**src/rtl/mips_mem_defs.sv**
```systemverilog
// mips_mem_defs: shared state encodings and streak width for the memory port arbiter.
package mips_mem_defs;
    typedef enum logic [1:0] {
        IDLE  = 2'b00,
        IBUSY = 2'b01,
        DBUSY = 2'b10
    } ma_state_e;
    localparam int STREAK_W = 4;
endpackage

```
**src/rtl/mem_port_arbiter.sv**
```systemverilog
// mem_port_arbiter: arbitrates fetch (I) and memory-stage (D) requests onto one unified memory port.
module mem_port_arbiter
    import mips_mem_defs::*;
#(
    parameter int WIDTH       = 32,
    parameter int MAX_DSTREAK = 4
) (
    input  logic             MA_CLK,
    input  logic             MA_RST,
    input  logic             MA_IReq,
    input  logic [WIDTH-1:0] MA_IAddr,
    input  logic             MA_DReq,
    input  logic             MA_DWe,
    input  logic [WIDTH-1:0] MA_DAddr,
    input  logic [WIDTH-1:0] MA_DWData,
    input  logic [WIDTH-1:0] MA_MemRData,
    input  logic             MA_MemRdy,
    output logic             MA_MemReq,
    output logic             MA_MemWe,
    output logic [WIDTH-1:0] MA_MemAddr,
    output logic [WIDTH-1:0] MA_MemWData,
    output logic [WIDTH-1:0] MA_IRData,
    output logic             MA_IValid,
    output logic [WIDTH-1:0] MA_DRData,
    output logic             MA_DValid,
    output logic             MA_StallF,
    output logic             MA_StallM
);
    localparam logic [STREAK_W-1:0] MAX_S = STREAK_W'(MAX_DSTREAK);

    ma_state_e           state_q;
    logic [STREAK_W-1:0] streak_q, streak_d;
    logic                ivalid_q, dvalid_q, we_q;
    logic [WIDTH-1:0]    addr_q, wdata_q, irdata_q, drdata_q;
    logic                i_elig, d_elig, grant_i, grant_d;

    // A requester whose Valid is pulsing is still holding Req for that one cycle; skip it.
    assign i_elig  = MA_IReq & ~ivalid_q;
    assign d_elig  = MA_DReq & ~dvalid_q;
    assign grant_i = i_elig & (~d_elig | (streak_q == MAX_S));
    assign grant_d = d_elig & ~grant_i;

    always_comb
        streak_d = (grant_i || !MA_IReq) ? '0 : (streak_q == MAX_S) ? MAX_S : streak_q + 1'b1;

    always_ff @(posedge MA_CLK) begin
        if (!MA_RST) begin
            state_q  <= IDLE;
            streak_q <= '0;
            ivalid_q <= 1'b0;
            dvalid_q <= 1'b0;
            we_q     <= 1'b0;
            addr_q   <= '0;
            wdata_q  <= '0;
            irdata_q <= '0;
            drdata_q <= '0;
        end else begin
            ivalid_q <= 1'b0;
            dvalid_q <= 1'b0;
            case (state_q)
                IDLE: begin
                    if (grant_i) begin
                        state_q  <= IBUSY;
                        addr_q   <= MA_IAddr;
                        we_q     <= 1'b0;
                        streak_q <= streak_d;
                    end else if (grant_d) begin
                        state_q  <= DBUSY;
                        addr_q   <= MA_DAddr;
                        wdata_q  <= MA_DWData;
                        we_q     <= MA_DWe;
                        streak_q <= streak_d;
                    end
                end
                IBUSY: begin
                    if (MA_MemRdy) begin
                        irdata_q <= MA_MemRData;
                        ivalid_q <= 1'b1;
                        state_q  <= IDLE;
                    end
                end
                DBUSY: begin
                    if (MA_MemRdy) begin
                        if (!we_q) drdata_q <= MA_MemRData;
                        dvalid_q <= 1'b1;
                        state_q  <= IDLE;
                    end
                end
                default: state_q <= IDLE;
            endcase
        end
    end

    assign MA_MemReq   = state_q != IDLE;
    assign MA_MemWe    = (state_q == DBUSY) & we_q;
    assign MA_MemAddr  = addr_q;
    assign MA_MemWData = wdata_q;
    assign MA_IRData   = irdata_q;
    assign MA_IValid   = ivalid_q;
    assign MA_DRData   = drdata_q;
    assign MA_DValid   = dvalid_q;
    assign MA_StallF   = MA_IReq & ~ivalid_q;
    assign MA_StallM   = MA_DReq & ~dvalid_q;
endmodule

```
**config.mk**
```make
export PLATFORM = sky130hd
export DESIGN_NAME = mem_port_arbiter
export DESIGN_NICKNAME = d
export VERILOG_FILES = /design/src/rtl/mips_mem_defs.sv /design/src/rtl/mem_port_arbiter.sv
export SDC_FILE = /design/constraint.sdc
export NUM_CORES = 1
export LEC_CHECK = 0
export CORE_MARGIN = 10
export CORE_UTILIZATION = 36
export DETAILED_ROUTE_END_ITERATION = 6
export PLACE_DENSITY = 0.88
export SYNTH_ARGS = -nofsm -noshare
export SYNTH_HDL_FRONTEND = slang
export SYNTH_SLANG_ARGS = --single-unit
```
**constraint.sdc**
```tcl
create_clock -name MA_CLK -period 1.6 [get_ports MA_CLK]
set_clock_uncertainty 0.05 [all_clocks]
set_input_delay 0.32 -clock MA_CLK [delete_from_list [all_inputs] [get_ports MA_CLK]]
set_output_delay 0.32 -clock MA_CLK [all_outputs]
set_load 0.03 [all_outputs]
```
==> results_dict.tcl <==
set metrics [dict create \
    fmax_ghz 0.5955 \
    drive_gt1_frac 0.1973 \
    design_area_um2 9504 \
    drt_iter0_markers 238 \
    antenna_found_initial 0 \
    ys_ff_latch 137 \
    start_util 0.3639 \
    end_kind "flip-flop" \
    grt_setup_unrepaired "true" \
    first_global_vias 5456 \
    r2r-start "streak_q[0]" \
    tritoncts "built" \
    worstSetupStartpoint "streak_q[0]" \
    fin_util 0.6589 \
    wl_per_cell_um 19.29 \
    cp_data_arrival_time_ns 1.95 \
    cts_sinks 137 \
    yosysWarnings 0 \
    endpoint "MA_MemWData[4]" \
    cp_max_fo 5 \
    gr-total-overflow 0 \
    reg2reg_setup_slack_ns -0.08 \
    wl_mm 20.76 \
    finalPower_w 0.01039 \
    clk_pin_slew_worst_paths_ns 0.06 \
    fp.coreArea_um2 14420 \
    layout_setup_ws_ns -0.07912 \
    leakage_nw 4.037 \
    gp_congestion 0.7798 \
    yosys.area.top_type "dfxtp_1" \
    async_reset_ff_frac 0 \
    avgSynthCellArea_um2 8.866 \
    r2r_cells 9 \
    drc_errors 0 \
    r2r_end "MA_MemWData[4]" \
    num_vias 5407 \
    diodes 0 \
    yosys_most_used_dff "dfxtp_1" \
    timing.final.crit_period_ns 1.679 \
    holdBufCountCts 0 \
    cts_buffer_depth 2 \
    grtUsageTotal 0.1844 \
    yosys.area.top_type_share 0.5225 \
    synth_area_um2 5249 \
    yosysMostFrequentCell "nand2_1" \
    hold_viol 0 \
    violations "setup timing" \
    status "finished, violations left" \
    worstSetupPathType "reg -> reg" \
    whs_ns 0.2636 \
    postSynthCellCount 592 \
    cp_slowest_stage_delay_ns 0.32 \
    vias_per_cell 5.025 \
    maxSlewHeadroom 0.6225 \
    worstHoldPathType "in -> reg" \
    synth_nets 731 \
    final_antenna_net_count 0 \
    place_area_um2 8292 \
    ys_top_cells_by_count "163 x nand2_1, 137 x dfxtp_1, 66 x a21oi_1" \
    rows 44 \
    die_h_um 140.7 \
    drv_slew 0 \
    ir_worst_vdd_v 0.0009475 \
    dr.pass1.iters 4 \
    ioPinCount 268 \
    stdcell_count 1076 \
    timing.max_cap.violations 0 \
    dpl.cell_count 1028 \
    tightest_slew_ns 0.5663 \
    worstPathRequired_ns 1.88 \
    path_cells "inv_2, ha_4, nand3b_4, o211ai_4, buf_6, buf_12, buf_16, nand3_2, o21ai_1" \
    dieArea_um2 19810 \
    htreeDepth 4 \
    fp.dieW_um 140.7 \
    syn2layout_area_growth_pct 81.07 \
    ys_seq_area_frac 0.5225 \
    cts-root-buf "clkbuf_16" \
    slowest_stage "dfxtp_2" \
    min_path_cells 3 \
    grt_pass1_wl_mm 29.38 \
    worst_setup_path_start_kind "flip-flop" \
    setup_viol 11 \
    io_buffers 267 \
    nets 1018 \
    cts_inserted_buffers 17 \
    clk_latency_ns 0.41 \
    synth_area_leaders "dfxtp_1 52%, nand2_1 12%, a21oi_1 6.3%" \
    period_share 1.049 \
    grt_start_max_net_pins 101 \
    yosysUniqueCellTypes 37 \
    synth_edf_count 0 \
    hpwlAfterDp_mm 13.66 \
    power.density_nw_per_um2 1093 \
]
## layout make-up
| class | instances | area, µm² |
|---|---|---|
| Clock buffer | 18 | 429.2 |
| Clock inverter | 14 | 193.9 |
| Fill cell | 1097 | 4920 |
| Inverter | 8 | 37.54 |
| Multi-Input combinational cell | 399 | 2603 |
| Sequential cell | 137 | 2751 |
| Tap cell | 184 | 230.2 |
| Timing Repair Buffer | 316 | 3259 |
## how the worst min path moves through the flow
stage | from | endpoint | slack [ns]
detailed placement | MA_IRData[5] | MA_IRData[5] | 0.40
finish | MA_RST | streak_q[0] | 0.26
global placement | MA_IRData[31] | MA_IRData[31] | 0.39
global route | MA_RST | streak_q[0] | 0.28
floorplan | MA_IAddr[21] | MA_MemAddr[21] | 0.39
CTS | MA_RST | streak_q[0] | 0.26
## flip-flops by register name, indices dropped and copies added, names as in the netlist
| name | flops |
|---|---|
| we_q | 1 |
| streak_q | 4 |
| MA_IValid | 1 |
| MA_DRData | 32 |
| MA_MemAddr | 32 |
| MA_MemWData | 32 |
| MA_IRData | 32 |
| state_q | 2 |
| MA_DValid | 1 |
## worst max-delay path: cells and delay by family, from the launching register on
kind / cells / cell delay (ns)
AO/OA/AOI/OAI: 2 / 0.40
adder cells (fa/ha/maj): 1 / 0.14
buffers and inverters: 4 / 0.49
flip-flops: 1 / 0.32
AND/OR/NAND/NOR: 2 / 0.18
## cell families (layout without fill, tap and decap cells)
family | Yosys count | after routing | synth area share
compound gates | 173 | 173 | 0.2265
fa+ha+maj | 5 | 5 | 0.01192
buf+inv | 56 | 356 | 0.05745
flops | 137 | 137 | 0.5225
mux | 1 | 1 | 0.001907
simple gates | 220 | 220 | 0.1797
## stage by stage
step | setup TNS, ns | setup WS (ns)
floorplan | 0 | 0.02205
global placement | -18.89 | -0.2636
detailed placement | -24.33 | -0.3533
CTS | -0.1588 | -0.08707
global route | -3.466 | -0.1335
finish | -0.2296 | -0.07912
## cells in the final DEF (no fill, tap or decap), types with 4 or more instances in the layout
master,instances
bufinv_16,4
clkdlybuf4s50_1,130
o221a_2,7
nand3_1,14
buf_6,9
o21ai_2,8
clkbuf_16,24
a21oi_1,66
inv_2,4
buf_12,15
o21a_1,32
clkdlybuf4s15_1,13
o221a_1,4
nor2_1,5
buf_4,20
dlygate4sd2_1,114
o21ai_1,21
nand3_2,21
dfxtp_1,132
nand2_1,163
o221a_4,21
dfxtp_2,4
o21ai_0,6
## routing by layer
layer / part of all wire / GRT usage / vias up
met3: 0.099 / 0.09809 / 30
met5: 0 / 0 / -
li1: - / - / 2619
met2: 0.49 / 0.3059 / 242
met4: 0.023 / 0.05707 / 0
met1: 0.38 / 0.1981 / 2516
## report_power, final
group | switching, W | leakage (nW) | total, W | internal (W)
sequential | 0.000144 | 1.12 | 0.00379 | 0.00365
clock | 0.00153 | 0.301 | 0.00415 | 0.00262
combinational | 0.00128 | 2.61 | 0.00245 | 0.00116
total | 0.00296 | 4.04 | 0.0104 | 0.00743
## timing repair
action | in CTS | in global routing
pin swaps | 1 | 12
setup endpoints to repair | 187 | 84
cloned | 2 | 9
buffers inserted | 1 | 4
resized for setup | 151 | 110
(Power assumes the default switching activity.)
